`config.mk`:
```
export PLATFORM = sky130hd
export DESIGN_NAME = hazard_scoreboard_flat
export DESIGN_NICKNAME = d
export VERILOG_FILES = /design/src/rtl/pipe_pkg.sv /design/src/rtl/hazard_scoreboard_if.sv /design/src/rtl/sb_match.sv /design/src/rtl/hazard_scoreboard.sv /design/src/flat_wrapper.sv
export SDC_FILE = /design/constraint.sdc
export NUM_CORES = 1
export LEC_CHECK = 0
export CORE_ASPECT_RATIO = 0.5
export CORE_MARGIN = 1
export CORE_UTILIZATION = 52
export DETAILED_ROUTE_END_ITERATION = 8
export PLACE_DENSITY_LB_ADDON = 0.3
export SLEW_MARGIN = 20
export SYNTH_ARGS = -nofsm -noshare
export SYNTH_HDL_FRONTEND = slang
export SYNTH_SLANG_ARGS = --single-unit
```
`constraint.sdc`:
```
create_clock -name clk -period 3.7 [get_ports clk]
set_clock_uncertainty 0.2 [all_clocks]
set_input_delay 0.555 -clock clk [delete_from_list [all_inputs] [get_ports clk]]
set_output_delay 0.555 -clock clk [all_outputs]
set_load 0.05 [all_outputs]
```
`src/rtl/pipe_pkg.sv`:
```
// pipe_pkg -- shared pipeline types and constants for the in-order MIPS core.
//   entry_t      : one tracked in-flight destination {valid, ld, dst}
//   FWD_REGFILE  : fwd_sel value meaning "read the register file"
//   dec_t / decode_op : opcode -> {wr, ld, src1_en, src2_en} used by decode
//                       to drive the hazard scoreboard.
package pipe_pkg;

  // Widest register index supported by entry_t (up to 256 registers).
  localparam int MAX_RW      = 8;
  localparam int FWD_REGFILE = 0;

  typedef struct packed {
    logic              valid;
    logic              ld;
    logic [MAX_RW-1:0] dst;
  } entry_t;

  // Primary MIPS opcodes the core decodes.
  localparam logic [5:0] OP_RTYPE = 6'h00;
  localparam logic [5:0] OP_BEQ   = 6'h04;
  localparam logic [5:0] OP_ADDI  = 6'h08;
  localparam logic [5:0] OP_LW    = 6'h23;
  localparam logic [5:0] OP_SW    = 6'h2b;

  typedef struct packed {
    logic wr;
    logic ld;
    logic src1_en;
    logic src2_en;
  } dec_t;

  localparam dec_t DEC_RTYPE = '{wr: 1'b1, ld: 1'b0, src1_en: 1'b1, src2_en: 1'b1};
  localparam dec_t DEC_ADDI  = '{wr: 1'b1, ld: 1'b0, src1_en: 1'b1, src2_en: 1'b0};
  localparam dec_t DEC_LW    = '{wr: 1'b1, ld: 1'b1, src1_en: 1'b1, src2_en: 1'b0};
  localparam dec_t DEC_SW    = '{wr: 1'b0, ld: 1'b0, src1_en: 1'b1, src2_en: 1'b1};
  localparam dec_t DEC_BEQ   = '{wr: 1'b0, ld: 1'b0, src1_en: 1'b1, src2_en: 1'b1};
  localparam dec_t DEC_NONE  = '{wr: 1'b0, ld: 1'b0, src1_en: 1'b0, src2_en: 1'b0};

  function automatic dec_t decode_op(input logic [5:0] op);
    case (op)
      OP_RTYPE: return DEC_RTYPE;
      OP_ADDI:  return DEC_ADDI;
      OP_LW:    return DEC_LW;
      OP_SW:    return DEC_SW;
      OP_BEQ:   return DEC_BEQ;
      default:  return DEC_NONE;
    endcase
  endfunction

endpackage

```
`src/rtl/hazard_scoreboard_if.sv`:
```
// hazard_scoreboard_if -- decode <-> hazard scoreboard signals.
//   master (core decode): drives issue_*, src*, flush; reads stall, issued,
//                         fwd_sel1/2, busy, stall_cnt.
//   slave  (scoreboard) : the reverse.
interface hazard_scoreboard_if #(
  parameter int NREGS = 32,
  parameter int LAT   = 3,
  parameter int CNT_W = 16
);
  localparam int RW = $clog2(NREGS);
  localparam int SW = $clog2(LAT + 1);

  logic             issue_valid;
  logic             issue_wr;
  logic             issue_ld;
  logic [RW-1:0]    issue_dst;
  logic             src1_en;
  logic             src2_en;
  logic [RW-1:0]    src1;
  logic [RW-1:0]    src2;
  logic             flush;
  logic             stall;
  logic             issued;
  logic [SW-1:0]    fwd_sel1;
  logic [SW-1:0]    fwd_sel2;
  logic             busy;
  logic [CNT_W-1:0] stall_cnt;

  modport master (
    output issue_valid, issue_wr, issue_ld, issue_dst,
    output src1_en, src2_en, src1, src2, flush,
    input  stall, issued, fwd_sel1, fwd_sel2, busy, stall_cnt
  );

  modport slave (
    input  issue_valid, issue_wr, issue_ld, issue_dst,
    input  src1_en, src2_en, src1, src2, flush,
    output stall, issued, fwd_sel1, fwd_sel2, busy, stall_cnt
  );
endinterface

```
`src/rtl/sb_match.sv`:
```
// sb_match -- priority compare of one source operand against all tracked
// stages. Reports whether any valid entry writes the operand, the youngest
// (lowest-numbered) matching stage, and whether that entry is a load.
//   en, src : operand read enable and register number
//   ents    : tracked entries, index 1 = E ... LAT = W
//   hit, stage, is_ld : youngest-match result (stage=0 when no hit)
module sb_match
  import pipe_pkg::*;
#(
  parameter int LAT = 3,
  parameter int RW  = 5,
  parameter int SW  = 2
) (
  input  logic             en,
  input  logic [RW-1:0]    src,
  input  entry_t [LAT:1]   ents,
  output logic             hit,
  output logic [SW-1:0]    stage,
  output logic             is_ld
);

  logic [LAT:1] match;

  genvar gi;
  generate
    for (gi = 1; gi <= LAT; gi++) begin : g_cmp
      // Register zero is hard-wired, so it never creates a dependency.
      assign match[gi] = en && (src != '0) && ents[gi].valid &&
                         (ents[gi].dst == MAX_RW'(src));
    end
  endgenerate

  // Walk oldest to youngest so the youngest match overwrites the result.
  always_comb begin
    hit   = 1'b0;
    stage = '0;
    is_ld = 1'b0;
    for (int k = LAT; k >= 1; k--) begin
      if (match[k]) begin
        hit   = 1'b1;
        stage = SW'(k);
        is_ld = ents[k].ld;
      end
    end
  end

endmodule

```
`src/rtl/hazard_scoreboard.sv`:
```
// hazard_scoreboard -- in-flight destination tracker and stall/bypass
// decision for the in-order MIPS pipeline.
//   clk, rst : clock and synchronous active-high reset
//   sb       : hazard_scoreboard_if.slave (issue request, operands, flush in;
//              stall, issued, fwd_sel1/2 combinational out; busy, stall_cnt
//              registered out)
// Build option: define HAZARD_SCOREBOARD_FWD_EN for forwarding mode (stall
// only on load-use, fwd_sel active). Undefined: stall on any in-flight match
// and fwd_sel tied to the register file.
module hazard_scoreboard
  import pipe_pkg::*;
#(
  parameter int NREGS        = 32,
  parameter int LAT          = 3,
  parameter int FLUSH_STAGES = 1,
  parameter int CNT_W        = 16
) (
  input  logic                 clk,
  input  logic                 rst,
  hazard_scoreboard_if.slave   sb
);

  localparam int RW = $clog2(NREGS);
  localparam int SW = $clog2(LAT + 1);

  entry_t [LAT:1]   ent_reg;
  entry_t [LAT:1]   ent_next;
  entry_t [LAT-1:1] kept;        // entries surviving flush that shift onward
  logic   [LAT:1]   valid_next;
  logic             busy_reg;
  logic [CNT_W-1:0] cnt_reg;

  logic             hit1, hit2, ld1, ld2;
  logic [SW-1:0]    stage1, stage2;

  sb_match #(.LAT(LAT), .RW(RW), .SW(SW)) u_match1 (
    .en(sb.src1_en), .src(sb.src1), .ents(ent_reg),
    .hit(hit1), .stage(stage1), .is_ld(ld1)
  );

  sb_match #(.LAT(LAT), .RW(RW), .SW(SW)) u_match2 (
    .en(sb.src2_en), .src(sb.src2), .ents(ent_reg),
    .hit(hit2), .stage(stage2), .is_ld(ld2)
  );

`ifdef HAZARD_SCOREBOARD_FWD_EN
  // Load data appears at stage 2, so only a load sitting in E cannot be
  // bypassed; everything else is forwarded from its youngest stage.
  logic load_use;
  assign load_use    = (hit1 && (stage1 == SW'(1)) && ld1) ||
                       (hit2 && (stage2 == SW'(1)) && ld2);
  assign sb.stall    = sb.issue_valid && load_use && !sb.flush;
  assign sb.fwd_sel1 = hit1 ? stage1 : SW'(FWD_REGFILE);
  assign sb.fwd_sel2 = hit2 ? stage2 : SW'(FWD_REGFILE);
`else
  logic unused_match;
  assign unused_match = ^{ld1, ld2, stage1, stage2};
  assign sb.stall     = sb.issue_valid && (hit1 || hit2) && !sb.flush;
  assign sb.fwd_sel1  = SW'(FWD_REGFILE);
  assign sb.fwd_sel2  = SW'(FWD_REGFILE);
`endif

  assign sb.issued    = sb.issue_valid && !sb.stall && !sb.flush;
  assign sb.busy      = busy_reg;
  assign sb.stall_cnt = cnt_reg;

  genvar gi;
  generate
    for (gi = 1; gi <= LAT; gi++) begin : g_shift
      if (gi < LAT) begin : g_keep
        // Flush kills the youngest stages before they shift.
        assign kept[gi] = (sb.flush && (gi <= FLUSH_STAGES)) ? '0 : ent_reg[gi];
      end
      if (gi == 1) begin : g_head
        // Writes to register zero are never tracked.
        assign ent_next[gi] = '{valid: sb.issued && sb.issue_wr && (sb.issue_dst != '0),
                                ld:    sb.issue_ld,
                                dst:   MAX_RW'(sb.issue_dst)};
      end else begin : g_body
        assign ent_next[gi] = kept[gi-1];
      end
      assign valid_next[gi] = ent_next[gi].valid;
    end
  endgenerate

  always_ff @(posedge clk) begin
    if (rst) begin
      ent_reg  <= '0;
      busy_reg <= 1'b0;
      cnt_reg  <= '0;
    end else begin
      ent_reg  <= ent_next;
      busy_reg <= |valid_next;
      if (sb.stall && (cnt_reg != '1)) begin
        cnt_reg <= cnt_reg + 1'b1;
      end
    end
  end

endmodule

```
`src/flat_wrapper.sv`:
```
// flat-port wrapper written by rule: the top's interface ports become plain ports
module hazard_scoreboard_flat import pipe_pkg::*;
#(
  parameter int NREGS        = 32,
  parameter int LAT          = 3,
  parameter int FLUSH_STAGES = 1,
  parameter int CNT_W        = 16
)
  (clk, rst, sb_issue_valid, sb_issue_wr, sb_issue_ld, sb_issue_dst, sb_src1_en, sb_src2_en, sb_src1, sb_src2, sb_flush, sb_stall, sb_issued, sb_fwd_sel1, sb_fwd_sel2, sb_busy, sb_stall_cnt);
  hazard_scoreboard_if #(.NREGS(NREGS), .LAT(LAT), .CNT_W(CNT_W)) sb_i ();
  input  logic clk;
  input  logic rst;
  input wire logic [$bits(sb_i.issue_valid)-1:0] sb_issue_valid;
  input wire logic [$bits(sb_i.issue_wr)-1:0] sb_issue_wr;
  input wire logic [$bits(sb_i.issue_ld)-1:0] sb_issue_ld;
  input wire logic [$bits(sb_i.issue_dst)-1:0] sb_issue_dst;
  input wire logic [$bits(sb_i.src1_en)-1:0] sb_src1_en;
  input wire logic [$bits(sb_i.src2_en)-1:0] sb_src2_en;
  input wire logic [$bits(sb_i.src1)-1:0] sb_src1;
  input wire logic [$bits(sb_i.src2)-1:0] sb_src2;
  input wire logic [$bits(sb_i.flush)-1:0] sb_flush;
  output wire logic [$bits(sb_i.stall)-1:0] sb_stall;
  output wire logic [$bits(sb_i.issued)-1:0] sb_issued;
  output wire logic [$bits(sb_i.fwd_sel1)-1:0] sb_fwd_sel1;
  output wire logic [$bits(sb_i.fwd_sel2)-1:0] sb_fwd_sel2;
  output wire logic [$bits(sb_i.busy)-1:0] sb_busy;
  output wire logic [$bits(sb_i.stall_cnt)-1:0] sb_stall_cnt;
  assign sb_i.issue_valid = sb_issue_valid;
  assign sb_i.issue_wr = sb_issue_wr;
  assign sb_i.issue_ld = sb_issue_ld;
  assign sb_i.issue_dst = sb_issue_dst;
  assign sb_i.src1_en = sb_src1_en;
  assign sb_i.src2_en = sb_src2_en;
  assign sb_i.src1 = sb_src1;
  assign sb_i.src2 = sb_src2;
  assign sb_i.flush = sb_flush;
  assign sb_stall = sb_i.stall;
  assign sb_issued = sb_i.issued;
  assign sb_fwd_sel1 = sb_i.fwd_sel1;
  assign sb_fwd_sel2 = sb_i.fwd_sel2;
  assign sb_busy = sb_i.busy;
  assign sb_stall_cnt = sb_i.stall_cnt;
  hazard_scoreboard #(.NREGS(NREGS), .LAT(LAT), .FLUSH_STAGES(FLUSH_STAGES), .CNT_W(CNT_W)) u_core (.clk(clk), .rst(rst), .sb(sb_i));
endmodule
```
==> results.md, run 1 <==
* Detailed-router iteration count before antenna repair at 4
* Final period utilization at 0.912
* Area leader, netlist: dfxtp_1
* Synth unique cells at 45
* Initial DRC count at 69
* Net Sw Frac at 0.238
* Ys async rst share at 0
* Fin crit period at 3370 ps
* PortBufs at 40
* Synth top area share at 0.388
* I/O pin count at 46
* Via count at 1580
* Max VDD drop at 0.000245 V
* Hold depth at 1
* Post-CTS Hold Buffers at 0
* Storage element area at 701 um^2
* Multi-input logic area at 1050 um^2
* Die height at 43.7 um
* Met2 wire len at 1890 um
* Post-CTS sizing at 0
* Clock power frac at 0.389
* Final wirelength at 3960 um
* Num CTS Buffers at 5
* M1 WL at 1760 um
* Clk buf depth at 2
* Hold Fails Final Rpt at 0
* CP Data Required Time at approximately 2900 ps
* Vias in the first global route at 1489
* Routed met3 length at around 260 um
* Yosys warnings at 0
* Count of flip-flops with a built-in enable after synthesis at 0
* Max_cap viols at 0
* CTS root buf: clkbuf_8
* Worst reg2reg path depth at 8
* Initial antenna violation count at 0
* Rows at 14
* Sink Count at 35
* Final global-route overflow total at 0
* Routability cong. at just over 0.8
* Core Region at 3150 um^2
* Worst skew pair latency at 290 ps
* Worst setup SP type: primary input
* Filler Cell Count at 236
* Crit Path Class: in -> out
* Die area at 3730 um^2
* Wire per inst at roughly 14 um
* Setup-failing EPs final at 0
* Pre-CTS setup slack at just under 400 ps
* Endpoint class of the critical path: output port
* Worst-path fanout max at 4
* Avg Vias per Cell at 5.68
* R2r setup slk at 1000 ps
* Combinational cell fraction of total power at 0.112
* Status: finished, final reports clean
* Flop pwr share at 0.499
* Setup Buffers After CTS at 0
* DRC violations left at 0
* Max Slew Vio Count at 0
* Syn Area/Cell at 9.27 um^2
* Power Total at 0.779 mW
* Leakage power at 0.833 nW
* Final cell count without fillers at 278
* Arr. time, crit path at 2620 ps
* DR top layer: met4
* Initial Util at 0.573
* Gate Count Post-Synth at 195
* Rel. slew slack at 0.656
* Tightest Pin Transition at 515 ps
* Worst-path clk slew at 70 ps
* Final core occ at 0.735
* First-pass GRT wire length at 6580 um
* Htree depth at 2
* Final net count at ~260
* Area delta synth->final at 28.2%
* Power Density at 337 nW/um^2
* Post-synthesis register bit count at 35
* DP Wirelength at 2960 um
* GRT Total Usage at 0.233
* Primary FF master, synth: dfxtp_1
* Largest net degree at the start of global routing at 26
* Antenna-violating nets left at 0
* Unrepaired setup endpoints after global routing: no
* Placed Cells at 270
* Number of inserted diodes at 0
* Fin Setup TNS at 0 ps
* P_int at 0.594 mW
* Netlist Area Pre-Place at 1810 um^2
* Hold Path Class: reg -> reg
* Layout cells sized above 1 at 0.122
* Max FFs per register at 16
* Switching power at around 0.19 mW
* Die X at 85.4 um
* CTS tree: done
* Peak Freq at 296 MHz
* Worst Slack Setup Final at approximately 330 ps
* Sequential share of the synthesized area at 0.388
* Synth area leaders: dfxtp_1 (39%), xor2_1 (12%), nor2b_1 (4.8%), a21oi_1 (3.3%), nand3_1 (3.0%)
metal layers:
layer | global-route usage | up-vias
li1 | - | 767
met1 | 0.267 | 745
met2 | 0.427 | 59
met3 | 0.0705 | 9
met4 | 0.0800 | 0
met5 | 0 | -
per-stage QoR:
stage	hold WS (ps)	cell area (um^2)
2_1_floorplan	268	1820
3_3_place_gp	288	2220
3_5_place_dp	296	2220
4_1_cts	305	2320
5_1_grt	323	2320
6_report	309	2320
final cells by class:
type | count | share of cell area
flip-flops and latches | 35 | 0.303
clock buffers | 8 | 0.0432
inverters | 1 | 0.00162
multi-input cells | 153 | 0.452
repair buffers | 41 | 0.179
well taps | 40 | 0.0216
worst max-delay path, cell delays in order:
cell and delay [ps]:
clkdlybuf4s50_1 520, xor2_1 200, nor4_1 350, nand3_1 190, and3_2 250, o22ai_1 360, buf_12 190
kinds of logic after synthesis:
family,Yosys count,synth area share
compound gates,37,0.130
xor+xnor,31,0.150
fa+ha+maj,1,0.00692
buf+inv,10,0.0395
flops,35,0.388
mux,2,0.0138
other cells,1,0.00208
simple gates,78,0.269
power by group through the flow:
stage          Clock [mW]  Sequential (mW)  Combinational, mW
2_1_floorplan           0            0.398             0.0486
3_3_place_gp            0            0.397             0.0843
3_5_place_dp            0            0.397             0.0869
4_1_cts             0.306            0.388             0.0877
5_1_grt             0.322            0.389             0.0945
6_report            0.303            0.389             0.0874
final timing paths:
kind,start,to
setup / recovery,sb_src2[3],sb_stall
hold reg to reg,u_core.ent_reg[9],u_core.ent_next[29]
setup reg to reg,u_core.sb.stall_cnt[0],u_core.sb.stall_cnt[8]
hold / removal,u_core.ent_reg[9],u_core.ent_next[29]
cell usage after synthesis (all sizes together), types with 2 or more instances:
cell type and instances:
nor4 6, nor2b 14, o21ai 14, nand3 11
nor3 3, nor2 8, o22ai 2, o211ai 2
nand2 5, xnor2 6, and2 6, dfxtp 35
a41o 2, clkbuf 3, buf 6, xor2 25
nand4 3, or4 4, a21oi 12, and3 3
a31oi 3, or3 11
placed cells by master, fill, tap and decap left out, drive strengths merged, types with 2 or more instances in the layout:
cell	Yosys	final
conb	1	4
nand3	11	11
a21oi	12	12
nor4	6	6
xor2	25	25
o21ai	14	14
nor2b	14	14
dfxtp	35	35
nand2	5	5
clkbuf	3	8
or3	11	11
xnor2	6	6
nand4	3	3
o22ai	2	2
and3	3	3
clkdlybuf4s50	0	38
a41o	2	2
o211ai	2	2
buf	6	3
a31oi	3	3
or4	4	4
nor2	8	8
nor3	3	3
and2	6	6
Power figures use the tool's default switching activity.
==> run 2: changes to the inputs <==
--- a/config.mk
+++ b/config.mk
@@ -9,6 +9,7 @@
 export CORE_MARGIN = 1
 export CORE_UTILIZATION = 52
 export DETAILED_ROUTE_END_ITERATION = 8
+export GPL_TIMING_DRIVEN = 0
 export PLACE_DENSITY_LB_ADDON = 0.3
 export SLEW_MARGIN = 20
 export SYNTH_ARGS = -nofsm -noshare
==> run 2 against run 1 <==
Effect of this change: via count increased by 1.1%; first-iteration DRC count increased by 46%; cell area increased by 1.5%; sequential cell count unchanged; core utilization increased by 1.1 points; power decreased by 4.2%; combinational power increased by 4.6%; non-clock buffer count increased by 8; hold slack improved by 3.2 ps; highest routed layer unchanged; fmax decreased by 5.3%; global-route usage increased by 0.72 points.
==> results.md, run 2 (synthesis results as in run 1) <==
* Avg Vias per Cell at 5.58 (-1.8%)
* Final wirelength at 4170 um (+5.5%)
* Final net count at 269 (+3.1%)
* Core Region at 3150 um^2 (unchanged)
* Via count at 1597 (+1.1%)
* Tightest Pin Transition at 541 ps (+26.0 ps)
* Worst-path clk slew at 70 ps (about the same)
* CTS tree: done
* DR top layer: met4
* Most common cell after layout, fill and taps aside: clkdlybuf4s50_1
* Initial DRC count at 101 (+46%)
* Initial antenna violation count at 0 (unchanged)
* Setup-failing EPs final at 0 (unchanged)
* Final global-route overflow total at 0 (unchanged)
* Sink Count at 35 (unchanged)
* Layout cells sized above 1 at 0.134 (+0.0123)
* GRT Total Usage at 0.240 (+0.00718)
* Die X at 85.4 um (unchanged)
* Clk buf depth at 2 (unchanged)
* Htree depth at 2 (unchanged)
* Fin crit period at 3560 ps (+190 ps)
* DP Wirelength at 3170 um (+6.8%)
* Arr. time, crit path at 2810 ps (+190 ps)
* Max FFs per register at 16 (unchanged)
* Post-CTS sizing at 2 (+2)
* CTS root buf: clkbuf_8
* Leakage power at 0.861 nW (+3.4%)
* Routed met3 length at 203 um (-22%)
* Crit Path Class: in -> out
* First-pass GRT wire length at 6750 um (+2.6%)
* Most frequent cells in the layout: clkdlybuf4s50_1 (38), dfxtp_1 (35), xor2_1 (25), nor2b_1 (14), a21oi_1 (12)
* Fin Setup TNS at 0 ps (unchanged)
* Peak Freq at 281 MHz (-5.3%)
* Hold Path Class: reg -> reg
* Worst setup SP type: primary input
* Vias in the first global route at 1496 (+0.47%)
* Unrepaired setup endpoints after global routing: no
* Status: finished, final reports clean
* Worst-path fanout max at 5 (+1)
* Final core occ at 0.746 (+0.0111)
* M1 WL at 1900 um (+7.5%)
* Largest net degree at the start of global routing at 12 (-54%)
* I/O pin count at 46 (unchanged)
* Hold Fails Final Rpt at 0 (unchanged)
* PortBufs at 40 (unchanged)
* Max VDD drop at 0.000228 V (-6.9%)
* Die height at 43.7 um (unchanged)
* Worst Slack Setup Final at 137 ps (-190 ps)
* Rows at 14 (unchanged)
* Pre-CTS setup slack at -172 ps (-565 ps)
* Initial Util at 0.573 (unchanged)
* Detailed-router iteration count before antenna repair at 4 (unchanged)
* Worst skew pair latency at 290 ps (about the same)
* Power Density at 317 nW/um^2 (-5.7%)
* Max Slew Vio Count at 0 (unchanged)
* CP Data Required Time at 2940 ps (about the same)
* Endpoint class of the critical path: output port
* Post-CTS Hold Buffers at 0 (unchanged)
* Wire per inst at 14.6 um (+2.6%)
* Number of inserted diodes at 0 (unchanged)
* Rel. slew slack at 0.639 (-0.0163)
* Area delta synth->final at 30.1%
* Met2 wire len at 2050 um (+8.5%)
* Final period utilization at 0.963 (+0.0512)
* Routability cong. at 0.796 (-3.7%)
* Die area at 3730 um^2 (unchanged)
* Filler Cell Count at 248 (+5.1%)
* Max_cap viols at 0 (unchanged)
* DRC violations left at 0 (unchanged)
* Num CTS Buffers at 5 (unchanged)
* Antenna-violating nets left at 0 (unchanged)
* Setup Buffers After CTS at 0 (unchanged)
-- run 2: through the flow --
| step | instances | area (um^2) | power (mW) | hold slack [ps] |
|---|---|---|---|---|
| 5_1_grt | 286 | 2350 | 0.769 | 312 |
| 6_report | 286 | 2350 | 0.746 | 312 |
| 2_1_floorplan | 198 | 1820 | 0.446 | 268 |
| 4_1_cts | 286 | 2350 | 0.745 | 309 |
| 3_3_place_gp | 278 | 2270 | 0.486 | 287 |
| 3_5_place_dp | 278 | 2270 | 0.488 | 295 |
-- run 2: layout make-up --
class	count	area, um^2	share of cell area
Multi-Input combinational cell	153	1050	0.445
Sequential cell	35	701	0.298
Timing Repair Buffer	40	399	0.170
Clock buffer	5	68.8	0.0293
Buffer	9	67.6	0.0287
Tap cell	40	50.0	0.0213
Clock inverter	3	15.0	0.00639
Inverter	1	3.75	0.00160
-- run 2: critical path, stage by stage --
cell             delay, ps
clkdlybuf4s50_1        550
xor2_1                 220
nor4_2                 290
nand3_1                150
and3_2                 240
o22ai_1                250
clkdlybuf4s15_1        540
-- run 2: path summary, 6_finish.rpt --
path | start | to | slack, ps | cells past startpoint
min reg2reg | u_core.ent_reg[0] | u_core.ent_next[20] | 310 | 1
max reg2reg | u_core.sb.stall_cnt[0] | u_core.sb.stall_cnt[1] | 1140 | 10
max | sb_src2[1] | sb_stall | 140 | 7
min | u_core.ent_reg[0] | u_core.ent_next[20] | 310 | 1
-- run 2: routing by layer --
| layer | track usage | vias to the layer above |
|---|---|---|
| met3 | 0.0629 | 4 |
| met2 | 0.439 | 45 |
| li1 | - | 791 |
| met5 | 0 | - |
| met1 | 0.288 | 757 |
| met4 | 0.0700 | 0 |
-- run 2: power breakdown --
part           internal [mW]  switching, mW  leakage (nW)
clock network          0.129          0.138        0.0477
logic                 0.0439         0.0474         0.529
registers              0.383        0.00564         0.284
total                  0.555          0.191         0.861
==> run 3: changes to the inputs <==
--- a/config.mk
+++ b/config.mk
@@ -10,7 +10,7 @@
 export CORE_UTILIZATION = 52
 export DETAILED_ROUTE_END_ITERATION = 8
 export GPL_TIMING_DRIVEN = 0
-export PLACE_DENSITY_LB_ADDON = 0.3
+export PLACE_DENSITY = 0.8
 export SLEW_MARGIN = 20
 export SYNTH_ARGS = -nofsm -noshare
 export SYNTH_HDL_FRONTEND = slang
==> run 3 against run 2 <==
Effect of this change: die area unchanged; cell area decreased by 0.32%; sequential cell count unchanged; power fell by 0.57%; combinational power down 0.5%; critical path type unchanged.
==> results.md, run 3 (synthesis results as in run 1) <==
* Status: finished, final reports clean
* DP Wirelength at 3140 um (-0.73%)
* Max VDD drop at 0.000179 V (-21%)
* Antenna-violating nets left at 0 (unchanged)
* Die X at 85.4 um (unchanged)
* Reg-to-reg endpoint: u_core.sb.stall_cnt[1]
* Final net count at 269 (unchanged)
* Most common cell after layout, fill and taps aside: clkdlybuf4s50_1
* Worst-path fanout max at 4 (-1)
* Detailed-router iteration count before antenna repair at 4 (unchanged)
* Rel. slew slack at 0.666 (+0.0267)
* Initial DRC count at 42 (-58%)
* Setup Buffers After CTS at 0 (unchanged)
* Arr. time, crit path at 2770 ps (-40 ps)
* I/O pin count at 46 (unchanged)
* Final core occ at 0.743 (-0.00238)
* Sink Count at 35 (unchanged)
* Peak Freq at 284 MHz (+1.0%)
* Crit Path Class: in -> out
* Max FFs per register at 16 (unchanged)
* Tightest Pin Transition at 497 ps (-43.9 ps)
* First-pass GRT wire length at 6760 um (+0.21%)
* Final global-route overflow total at 0 (unchanged)
* Htree depth at 2 (unchanged)
* Initial Util at 0.573 (unchanged)
* Final period utilization at 0.953 (-0.00973)
* Multi-input logic area at 1050 um^2 (unchanged)
* Worst Slack Setup Final at 173 ps (+36.0 ps)
* Post-CTS Hold Buffers at 0 (unchanged)
* Fin crit period at 3530 ps (-36.0 ps)
* CTS tree: done
* Critical Path Source: sb_src2[3]
* PortBufs at 40 (unchanged)
* Pre-CTS setup slack at -188 ps (-16.3 ps)
* Hold path endpoint: u_core.ent_reg[21]
* Power Density at 317 nW/um^2 (-0.26%)
* Vias in the first global route at 1437 (-3.9%)
* Area delta synth->final at 29.7%
* R2r setup slk at 1060 ps (-80 ps)
* Max_cap viols at 0 (unchanged)
* Via count at 1597 (unchanged)
* Die area at 3730 um^2 (unchanged)
* Endpoint class of the critical path: output port
* Unrepaired setup endpoints after global routing: no
* Worst hold slack at 307 ps (-4.76 ps)
* Initial antenna violation count at 0 (unchanged)
* Worst skew pair latency at 280 ps (about the same)
* Setup-failing EPs final at 0 (unchanged)
* Routability cong. at 0.807 (+1.4%)
* Clk buf depth at 2 (unchanged)
* Die height at 43.7 um (unchanged)
* GRT Total Usage at 0.242 (+0.00137)
* Power Total at 0.742 mW (-0.57%)
* Hold Fails Final Rpt at 0 (unchanged)
* Core Region at 3150 um^2 (unchanged)
* Filler Cell Count at 233 (-6.0%)
* Worst r2r src: u_core.sb.stall_cnt[0]
* Leakage power at 0.856 nW (-0.63%)
* Hold Path Class: reg -> reg
* Fin Setup TNS at 0 ps (unchanged)
* CP Data Required Time at 2940 ps (about the same)
* Worst setup SP type: primary input
* Avg Vias per Cell at 5.58 (unchanged)
* Storage element area at 701 um^2 (unchanged)
* Largest net degree at the start of global routing at 11 (-1)
* Max Slew Vio Count at 0 (unchanged)
* Hold Crit Start: u_core.ent_next[21]
* Most frequent cells in the layout: clkdlybuf4s50_1 (38), dfxtp_1 (35), xor2_1 (25), nor2b_1 (14), a21oi_1 (12)
* Num CTS Buffers at 5 (unchanged)
* Worst-path clk slew at 70 ps (about the same)
* DRC violations left at 0 (unchanged)
* Wire per inst at 14.2 um (-2.8%)
* Hold depth at 1 (unchanged)
* CTS root buf: clkbuf_8
* Layout cells sized above 1 at 0.130 (-0.00407)
* Number of inserted diodes at 0 (unchanged)
* Final wirelength at 4060 um (-2.8%)
* Worst reg2reg path depth at 10 (unchanged)
* Rows at 14 (unchanged)
[run 3: through the flow]
step / cells / area, um^2
after global routing: 286 / 2340
after global placement: 278 / 2270
after CTS: 286 / 2350
after detailed placement: 278 / 2270
final: 286 / 2340
after floorplan: 198 / 1820
[run 3: critical path, stage by stage]
cell             delay (ps)
clkdlybuf4s50_1         510
xor2_1                  190
nor4_1                  310
nand3_1                 200
and3_2                  260
o22ai_1                 270
nor2_1                   60
dlygate4sd2_1           420
[run 3: power by group]
group / internal, mW / leakage, nW / switching, mW
Combinational: 0.0439 / 0.530 / 0.0470
Clock: 0.132 / 0.0422 / 0.130
Sequential: 0.383 / 0.284 / 0.00589
[run 3: worst max path at each step]
stage,to,slack [ps],cells past startpoint
floorplan,sb_stall,810,5
global placement,sb_stall,-150,7
detailed placement,sb_stall,-190,7
CTS,sb_stall,100,7
global route,sb_issued,80,8
finish,sb_issued,170,8
[run 3: final cells by class]
cell class	count	share of cell area
Clock inverter	1	0.00214
Tap cell	40	0.0214
Inverter	1	0.00160
Clock buffer	7	0.0326
Sequential cell	35	0.299
Multi-Input combinational cell	153	0.446
Buffer	9	0.0288
Timing Repair Buffer	40	0.168
[run 3: timing repair]
item / in CTS / in global routing
endpoints found under the setup margin: 2 / 1
gates resized for setup: 2 / 2
endpoints found under the hold margin: 0 / 0
[run 3: metal layers]
layer / vias up / part of all wire / GRT usage
li1: 796 / - / -
met1: 753 / 0.46 / 0.301
met2: 43 / 0.49 / 0.423
met3: 5 / 0.045 / 0.0648
met4: 0 / 0.010 / 0.0733
met5: - / 0 / 0
